===== config.mk =====
export PLATFORM = sky130hd
export DESIGN_NAME = fetch_unit
export DESIGN_NICKNAME = d
export VERILOG_FILES = /design/src/rtl/fetch_unit_pkg.sv /design/src/rtl/fetch_fifo.sv /design/src/rtl/fetch_unit.sv
export SDC_FILE = /design/constraint.sdc
export NUM_CORES = 1
export LEC_CHECK = 0
export CORE_MARGIN = 8
export CORE_UTILIZATION = 62
export DETAILED_ROUTE_END_ITERATION = 8
export PLACE_DENSITY = 0.86
export REMOVE_ABC_BUFFERS = 1
export SLEW_MARGIN = 20
export SYNTH_ARGS = -nofsm -noshare
export SYNTH_HDL_FRONTEND = slang
export SYNTH_SLANG_ARGS = --single-unit

===== constraint.sdc =====
create_clock -name clock_i -period 6.8 [get_ports clock_i]
set_input_delay 1.02 -clock clock_i [delete_from_list [all_inputs] [get_ports clock_i]]
set_output_delay 1.02 -clock clock_i [all_outputs]
set_load 0.03 [all_outputs]

===== src/rtl/fetch_unit_pkg.sv =====
// Shared widths, fetch step, 32-bit address mask and front-end state encoding
// for the instruction fetch unit.
package fetch_unit_pkg;

  localparam int ADDR_W = 64;
  localparam int INSTR_W = 32;
  localparam int FETCH_STEP = 4;
  localparam logic [63:0] ADDR_MASK_32 = 64'h0000_0000_FFFF_FFFF;

  typedef enum logic {
    RUN   = 1'b0,
    DRAIN = 1'b1
  } fetch_state_t;

endpackage


===== src/rtl/fetch_fifo.sv =====
// Synchronous instruction buffer with flush and a combinational head read.
// Overflow protection is the caller's job; the fetch credit rule guarantees it.
module fetch_fifo #(
  parameter int DEPTH = 4,
  parameter int WIDTH = 96
) (
  input  logic                     clock,
  input  logic                     reset,
  input  logic                     flush,
  input  logic                     push,
  input  logic [WIDTH-1:0]         push_data,
  input  logic                     pop,
  output logic [WIDTH-1:0]         head_data,
  output logic                     empty,
  output logic [$clog2(DEPTH):0]   count
);

  localparam int PW = $clog2(DEPTH);

  logic [WIDTH-1:0] mem [DEPTH];
  logic [PW-1:0]    wr_ptr;
  logic [PW-1:0]    rd_ptr;

  always_ff @(posedge clock) begin
    if (reset || flush) begin
      wr_ptr <= '0;
      rd_ptr <= '0;
      count  <= '0;
    end else begin
      if (push) wr_ptr <= wr_ptr + PW'(1);
      if (pop)  rd_ptr <= rd_ptr + PW'(1);
      count <= count + (PW+1)'(push) - (PW+1)'(pop);
    end
  end

  // Storage needs no reset: entries are only visible through count.
  always_ff @(posedge clock) begin
    if (push && !reset && !flush) mem[wr_ptr] <= push_data;
  end

  assign head_data = mem[rd_ptr];
  assign empty     = (count == '0);

endmodule


===== src/rtl/fetch_unit.sv =====
// Instruction fetch front end: owns the fetch PC, issues in-order word fetches
// under a credit limit, buffers responses and handles branch redirects.
module fetch_unit
  import fetch_unit_pkg::*;
#(
  parameter int addressWidth = ADDR_W,
  parameter int instructionWidth = INSTR_W,
  parameter int fifoDepth = 4,
  parameter logic [addressWidth-1:0] resetVector = '0
) (
  input  logic                        clock_i,
  input  logic                        reset_i,
  input  logic                        is64Bit_i,
  input  logic                        isBranching_i,
  input  logic [addressWidth-1:0]     branchTarget_i,
  output logic                        memReq_o,
  output logic [addressWidth-1:0]     memAddr_o,
  input  logic                        memReady_i,
  input  logic                        memValid_i,
  input  logic [instructionWidth-1:0] memData_i,
  input  logic                        stall_i,
  output logic                        instrValid_o,
  output logic [instructionWidth-1:0] instruction_o,
  output logic [addressWidth-1:0]     instructionAddress_o
);

  localparam int CW = $clog2(fifoDepth) + 1;
  localparam logic [addressWidth-1:0] LOW_MASK = addressWidth'(ADDR_MASK_32);
  localparam logic [addressWidth-1:0] STEP = addressWidth'(FETCH_STEP);

  function automatic logic [addressWidth-1:0] mask_addr(input logic [addressWidth-1:0] a,
                                                        input logic wide);
    return wide ? a : (a & LOW_MASK);
  endfunction

  fetch_state_t state, state_next;
  logic [addressWidth-1:0] fetch_pc, resp_pc, latched_target, target_masked, load_pc;
  logic [CW-1:0] outstanding, outstanding_next, fifo_count;
  logic req, fire, push, pop, fifo_empty, head_valid, load_target;
  logic [addressWidth+instructionWidth-1:0] head_data;

  assign target_masked    = mask_addr(branchTarget_i, is64Bit_i);
  assign fire             = req && memReady_i;
  assign outstanding_next = outstanding + CW'(fire) - CW'(memValid_i);
  assign push             = memValid_i && (state == RUN) && !isBranching_i;
  assign head_valid       = !fifo_empty && !reset_i;
  assign pop              = head_valid && !stall_i && !isBranching_i;

  always_ff @(posedge clock_i) begin
    if (reset_i) state <= RUN;
    else         state <= state_next;
  end

  // A redirect with nothing left in flight restarts immediately; otherwise drain first.
  always_comb begin
    state_next  = state;
    load_target = 1'b0;
    load_pc     = latched_target;
    case (state)
      RUN: begin
        if (isBranching_i) begin
          if (outstanding_next == '0) begin
            load_target = 1'b1;
            load_pc     = target_masked;
          end else begin
            state_next = DRAIN;
          end
        end
      end
      DRAIN: begin
        if (!isBranching_i && outstanding_next == '0) begin
          state_next  = RUN;
          load_target = 1'b1;
        end
      end
      default: state_next = RUN;
    endcase
  end

  // Requests are capped so that in-flight plus buffered words always fit the FIFO.
  always_comb begin
    req = 1'b0;
    if (state == RUN)
      req = ({1'b0, outstanding} + {1'b0, fifo_count}) < (CW+1)'(fifoDepth);
  end

  always_ff @(posedge clock_i) begin
    if (reset_i) begin
      fetch_pc       <= resetVector;
      resp_pc        <= resetVector;
      latched_target <= resetVector;
      outstanding    <= '0;
    end else begin
      outstanding <= outstanding_next;
      if (isBranching_i) latched_target <= target_masked;
      if (load_target) begin
        fetch_pc <= load_pc;
        resp_pc  <= load_pc;
      end else begin
        if (fire) fetch_pc <= mask_addr(fetch_pc + STEP, is64Bit_i);
        if (push) resp_pc  <= mask_addr(resp_pc + STEP, is64Bit_i);
      end
    end
  end

  fetch_fifo #(
    .DEPTH(fifoDepth),
    .WIDTH(addressWidth + instructionWidth)
  ) u_fifo (
    .clock     (clock_i),
    .reset     (reset_i),
    .flush     (isBranching_i),
    .push      (push),
    .push_data ({resp_pc, memData_i}),
    .pop       (pop),
    .head_data (head_data),
    .empty     (fifo_empty),
    .count     (fifo_count)
  );

  assign memReq_o             = req && !reset_i;
  assign memAddr_o            = fetch_pc;
  assign instrValid_o         = head_valid;
  assign instruction_o        = head_valid ? head_data[instructionWidth-1:0] : '0;
  assign instructionAddress_o = head_valid ? head_data[addressWidth+instructionWidth-1:instructionWidth] : '0;

endmodule


==> results.json, run 1 <==
{
  "outcome": "completed",
  "irDropWorstVdd_v": 0.000301,
  "vias": 19800,
  "worst_path_most_repeated_cell": "ha_1",
  "grt_max_degree": 98,
  "drv_slew": 0,
  "tns_ns": 0,
  "num-nets-final": 2449,
  "endpoint_kind": "flop",
  "antenna_cells": 0,
  "worst_pin_slew_ns": 0.996,
  "worstPathArrival_ns": 5.12,
  "firstDrtPassIters": 8,
  "grt_pass1_vias": 19100,
  "area_growth_pct": 19.2,
  "synth-seq-cells": 589,
  "root_buffer": "clkbuf_16",
  "critPathSlowestCell": "nand2_1",
  "worst_slack_ns": 2.20,
  "worst_hold_slack_ns": 0.462,
  "max_freq_mhz": 218,
  "clk_path_buf_depth": 3,
  "slew_headroom": 0.336,
  "path_clk_slew_ns": 0.06,
  "power_density_nw_per_um2": 287,
  "synthCells": 2116,
  "dieWidth_um": 221,
  "drtIter0Drc": 2598,
  "wl_um": 77600,
  "ys.flop_type": "edfxtp_1",
  "yosys_warnings": 0,
  "post_cts_buffers": 0,
  "clkPwrFrac": 0.349,
  "drc": 0,
  "antenna_found_initial": 0,
  "pin_count": 265,
  "synth_edf_count": 384,
  "final_common_cell": "edfxtp_1",
  "syn_area_per_cell_sq_um": 12.3,
  "switchingPower_mw": 2.65,
  "rows": 75,
  "synth_area_leaders": "edfxtp_1, dfxtp_1, mux4_2, a21oi_1, nor2_1",
  "path_max_fanout": 19,
  "wl_per_cell_um": 26.6,
  "ys_async_sr_fraction": 0,
  "comb_power_share": 0.186,
  "clock_latency_ns": 0.62,
  "rsz0062_at_grt": "no",
  "die_y_um": 221,
  "hp-class": "flop to flop",
  "hpwl_um": 49200,
  "sequentialPowerShare": 0.466,
  "finalHoldViolations": 0,
  "syn-cell-area_sq_um": 26000,
  "cts_inserted_buffers": 57,
  "crit_type": "flop to flop",
  "period_minus_slack_ns": 4.60,
  "antenna_left": 0,
  "clock_skew_ns": 0.0146,
  "grt_overflow_total": 0,
  "dieArea_sq_um": 48800,
  "start_util": 0.625,
  "coreArea_sq_um": 41700,
  "holdPathStages": 2,
  "switching_share": 0.297,
  "path_cells": "ha_1 -> nor4_1 -> and3_1 -> buf_4 -> inv_1 -> ha_1 -> inv_1 -> ha_1 -> fa_1 -> xor3_1 -> nand3_1 -> nand2_1 -> buf_4 -> nor4b_1 -> o21ai_0 -> a21oi_1",
  "p_int_mw": 6.26,
  "cts_hold_buf": 0,
  "ys_types": 76,
  "yosys.area.top_type": "edfxtp_1",
  "fin_crit_sh": 0.676,
  "hp-start": "memAddr_o[0]",
  "setup_viol": 0,
  "yosys.area.top_type_share": 0.443,
  "hold_end": "memAddr_o[0]",
  "rr_endpoint": "resp_pc[48]",
  "worst-r2r-setup-slack_ns": 2.20,
  "final_cell_mix": "edfxtp_1, clkdlybuf4s50_1, dfxtp_1, nor2_1, a21oi_1",
  "cp-start-kind": "flop",
  "r2r_cells": 16,
  "htreeDepth": 2,
  "track_usage": 0.304,
  "post-route-util": 0.745,
  "cap_violations": 0,
  "pre_cts_slack_ns": 1.84,
  "ys_seq_area_frac": 0.601,
  "cts_resized": 0,
  "viasPerCell": 6.77,
  "drive_gt1_frac": 0.114,
  "cp.required_ns": 7.33,
  "routabilityCongestion": 0.951,
  "numPortBuffers": 264,
  "crit_family": "simple AND/OR/NAND/NOR gates",
  "numClockSinks": 589,
  "grt_pass1_wl_um": 117000,
  "slowest_delay_ns": 0.51,
  "rr_startpoint": "outstanding[2]",
  "p_leak_nw": 10.5,
  "p_total_mw": 8.91,
  "cts_tree": "done",
  "path_buf_inv": 4
}
[per-stage QoR]
step	cells	instance area (sq um)
2_1_floorplan	1976	25500
3_3_place_gp	2812	29200
3_5_place_dp	2812	29200
6_report	2919	31000
4_1_cts	2919	31000
5_1_grt	2919	31000
[flip-flops by register name (all words and copies together) (netlist names), named ones only]
register,cells
latched_target,64
memAddr_o,64
outstanding,3
resp_pc,64
state,1
u_fifo.count,3
u_fifo.mem,384
u_fifo.rd_ptr,2
u_fifo.wr_ptr,2
[Yosys cell counts (10+ instances only)]
| cell type | count |
|---|---|
| inv_1 | 38 |
| clkbuf_1 | 112 |
| nor2_1 | 196 |
| nor4_1 | 15 |
| nor2b_1 | 22 |
| nand3_1 | 75 |
| mux2i_1 | 42 |
| ha_1 | 12 |
| o21ai_0 | 62 |
| edfxtp_1 | 384 |
| a31o_2 | 11 |
| a22oi_1 | 34 |
| nand4_1 | 39 |
| o32ai_1 | 12 |
| buf_2 | 11 |
| a21oi_1 | 177 |
| nand2_1 | 90 |
| buf_1 | 16 |
| a211oi_1 | 16 |
| o21a_1 | 10 |
| a22o_1 | 12 |
| and4_1 | 12 |
| nand2b_1 | 18 |
| a21o_1 | 12 |
| dfxtp_1 | 205 |
| o22ai_1 | 17 |
| nor3_1 | 59 |
| and3_1 | 41 |
| mux4_2 | 96 |
| a31oi_1 | 31 |
| a32oi_1 | 13 |
| and2_1 | 110 |
[logic make-up (layout without fill, tap and decap cells)]
group,after synthesis,after routing,share of synthesized area
xor gates and xnor gates,8,8,0.00380
and+or+nand+nor,724,724,0.148
muxes,138,138,0.0992
DFF,589,589,0.601
buffers and inverters,178,442,0.0265
AOI/OAI and AO/OA,465,465,0.115
adders and majority gates,14,14,0.00731
[power by group through the flow]
stage / sequential (mW) / combinational, mW / clock (mW)
CTS: 4.14 / 1.61 / 3.12
global placement: 4.19 / 1.57 / 0
detailed placement: 4.21 / 1.60 / 0
finish: 4.15 / 1.66 / 3.10
global route: 4.16 / 1.74 / 3.25
floorplan: 4.22 / 0.833 / 0
[how the worst max path moves through the flow]
stage | start | to | slack, ns | depth (start not counted)
after detailed placement | memReady_i | resp_pc[48] | 1.84 | 15
final | outstanding[2] | resp_pc[48] | 2.20 | 16
after CTS | flop | instructionAddress_o[14] | 2.13 | 4
after global routing | outstanding[1] | resp_pc[48] | 1.89 | 16
after floorplan | flop | instructionAddress_o[0] | 0.85 | 2
after global placement | memReady_i | resp_pc[48] | 1.90 | 15
[area by class of cell]
cell class / instances / area, sq um
Multi-Input combinational cell: 1349 / 9750
Fill cell: 2699 / 10600
Tap cell: 539 / 674
Sequential cell: 589 / 15600
Clock buffer: 82 / 1650
Clock inverter: 25 / 176
Inverter: 38 / 143
Timing Repair Buffer: 297 / 2990
[metal layers]
layer	vias up	share of wire	GRT usage
li1	8567	-	-
met2	1327	0.47	0.491
met3	154	0.099	0.0553
met1	9704	0.40	0.422
met4	0	0.029	0.0867
met5	-	0	0
[worst min-delay path: cells and delay by family (launching register included)]
kind | cells | cell delay [ns]
AOI/OAI and AO/OA | 1 | 0.06
DFF | 1 | 0.31
and+or+nand+nor | 1 | 0.05
Power figures use the tool's default switching activity.
==> inputs of run 2 (changes only) <==
--- a/config.mk
+++ b/config.mk
@@ -6,9 +6,9 @@
 export NUM_CORES = 1
 export LEC_CHECK = 0
 export CORE_MARGIN = 8
-export CORE_UTILIZATION = 62
+export CORE_UTILIZATION = 57
 export DETAILED_ROUTE_END_ITERATION = 8
-export PLACE_DENSITY = 0.86
+export PLACE_DENSITY = 0.8
 export REMOVE_ABC_BUFFERS = 1
 export SLEW_MARGIN = 20
 export SYNTH_ARGS = -nofsm -noshare
==> constraint.sdc (replaced) <==
create_clock -name clock_i -period 4.48 [get_ports clock_i]
set_input_delay 0.672 -clock clock_i [delete_from_list [all_inputs] [get_ports clock_i]]
set_output_delay 0.672 -clock clock_i [all_outputs]
set_load 0.03 [all_outputs]
==> results.json, run 2 (synthesis gave the netlist of run 1 again) <==
{
  "drive_gt1_frac": 0.126,
  "tns_ns": 0,
  "crit_type": "flop to flop",
  "endpoint_kind": "flop",
  "grt_overflow_total": 0,
  "firstDrtPassIters": 7,
  "p_leak_nw": 10.6,
  "path_buf_inv": 3,
  "cp-start-kind": "flop",
  "cp.required_ns": 5.02,
  "path_max_fanout": 30,
  "htreeDepth": 2,
  "rsz0062_at_grt": "no",
  "finalHoldViolations": 0,
  "nFillCells": 3225,
  "largest_reg_flops": 384,
  "setup_viol": 0,
  "final_cell_mix": "edfxtp_1, clkdlybuf4s50_1, dfxtp_1, nor2_1, a21oi_1",
  "path_cells": "ha_1 -> nor4_1 -> and3_1 -> inv_1 -> ha_1 -> inv_1 -> ha_1 -> fa_1 -> xnor3_1 -> o31ai_1 -> and2_0 -> buf_4 -> o21ai_0 -> a211oi_1",
  "hold_end": "latched_target[58]",
  "hp-start": "reset_i",
  "antenna_left": 0,
  "drv_slew": 0,
  "root_buffer": "clkbuf_16",
  "cap_violations": 0,
  "path_clk_slew_ns": 0.06,
  "cts_inserted_buffers": 58,
  "dieWidth_um": 230,
  "max_freq_mhz": 244,
  "clock_skew_ns": 0.0233,
  "drtIter0Drc": 2097,
  "final_common_cell": "edfxtp_1",
  "rr_startpoint": "u_fifo.count[2]",
  "worst_path_most_repeated_cell": "ha_1",
  "numPortBuffers": 264,
  "power_density_nw_per_um2": 439,
  "clk_path_buf_depth": 3,
  "slowest_delay_ns": 0.43,
  "cts_hold_buf": 0,
  "viasPerCell": 6.47,
  "irDropWorstVdd_v": 0.000444,
  "pin_count": 265,
  "hpwl_um": 50400,
  "wl_per_cell_um": 24.8,
  "vias": 19500,
  "crit_family": "adder cells",
  "rr_endpoint": "resp_pc[16]",
  "grt_pass1_vias": 18700,
  "holdPathStages": 2,
  "track_usage": 0.273,
  "numClockSinks": 589,
  "coreArea_sq_um": 45200,
  "num-nets-final": 2472,
  "dpl_cell_area_sq_um": 29500,
  "rows": 78,
  "outcome": "completed",
  "p_total_mw": 13.8,
  "routabilityCongestion": 0.933,
  "wl_um": 74500,
  "worstPathArrival_ns": 4.64,
  "die_y_um": 230,
  "worst_hold_slack_ns": 0.454,
  "clock_latency_ns": 0.64,
  "dieArea_sq_um": 52700,
  "period_minus_slack_ns": 4.10,
  "slew_headroom": 0.337,
  "antenna_found_initial": 0,
  "worst-r2r-setup-slack_ns": 0.38,
  "grt_pass1_wl_um": 113000,
  "hp-class": "input pin to flop",
  "post-route-util": 0.697,
  "area_growth_pct": 21.1,
  "start_util": 0.576,
  "largest_register": "u_fifo.mem",
  "worst_pin_slew_ns": 0.995,
  "critPathSlowestCell": "o31ai_1",
  "drc": 0,
  "grt_max_degree": 83,
  "design_area_sq_um": 31500,
  "fin_crit_sh": 0.915,
  "r2r_cells": 14,
  "cts_tree": "done"
}
## run 2: cell types whose count changed in the layout (fill, tap and decap cells not counted), moves of 2 or more
| cell | before | now |
|---|---|---|
| buf_12 | 8 | 16 |
| buf_4 | 27 | 40 |
| bufinv_16 | 1 | 6 |
| clkbuf_1 | 14 | 12 |
| clkbuf_8 | 9 | 4 |
| clkinv_1 | 7 | 5 |
| clkinv_2 | 13 | 9 |
| clkinv_4 | 0 | 6 |
| clkinvlp_4 | 2 | 6 |
| nand2_1 | 90 | 88 |
| nand2_2 | 0 | 2 |
## run 2: cell type report
| class | instances | area (sq um) | area share |
|---|---|---|---|
| Tap cell | 600 | 751 | 0.0238 |
| Antenna cell | 1 | 2.50 | 0.0000794 |
| Clock inverter | 36 | 409 | 0.0130 |
| Timing Repair Buffer | 319 | 3250 | 0.103 |
| Multi-Input combinational cell | 1349 | 9750 | 0.310 |
| Clock buffer | 74 | 1550 | 0.0492 |
| Inverter | 38 | 143 | 0.00453 |
| Sequential cell | 589 | 15600 | 0.496 |
## run 2: per-layer routing
layer | track usage | vias up | part of all wire
met1 | 0.385 | 9684 | 0.42
met2 | 0.429 | 1011 | 0.47
met3 | 0.0531 | 148 | 0.087
li1 | - | 8616 | -
met4 | 0.0773 | 0 | 0.027
met5 | 0 | - | 0
## run 2: worst max-delay path by stage
stage / slack, ns / cells past startpoint / endpoint / start
after floorplan: -1.12 / 2 / instructionAddress_o[0] / flop
after global placement: 0.31 / 14 / memAddr_o[48] / memReady_i
after detailed placement: 0.28 / 14 / memAddr_o[48] / memReady_i
after CTS: 0.36 / 15 / resp_pc[35] / u_fifo.count[2]
after global routing: 0.12 / 13 / memAddr_o[48] / u_fifo.count[2]
final: 0.38 / 14 / resp_pc[16] / u_fifo.count[2]
## run 2: repair_timing
item / CTS / global route
gates resized for setup: 0 / 1
setup buffers: 0 / 0
setup endpoints to repair: 0 / 1
## run 2: worst register-to-register path, stage by stage (launching register included)
cell and delay (ns):
dfxtp_1 0.38, ha_1 0.25, nor4_1 0.32, and3_1 0.25
inv_1 0.07, ha_1 0.27, inv_1 0.04, ha_1 0.19
fa_1 0.40, xnor3_1 0.40, o31ai_1 0.43, and2_0 0.22
buf_4 0.36, o21ai_0 0.19, a211oi_1 0.24
## run 2: through the flow
step / instances / setup slack, ns
after CTS: 3005 / 0.358
after global placement: 2895 / 0.307
after floorplan: 1976 / -1.12
after global routing: 3005 / 0.118
final: 3006 / 0.381
after detailed placement: 2895 / 0.281
## run 2: power breakdown
part           internal [mW]  switching [mW]  leakage (nW)
clock                   2.83            2.15         0.944
sequential              6.01           0.273          5.45
combinational          0.938            1.64          4.24
total                   9.78            4.06          10.6
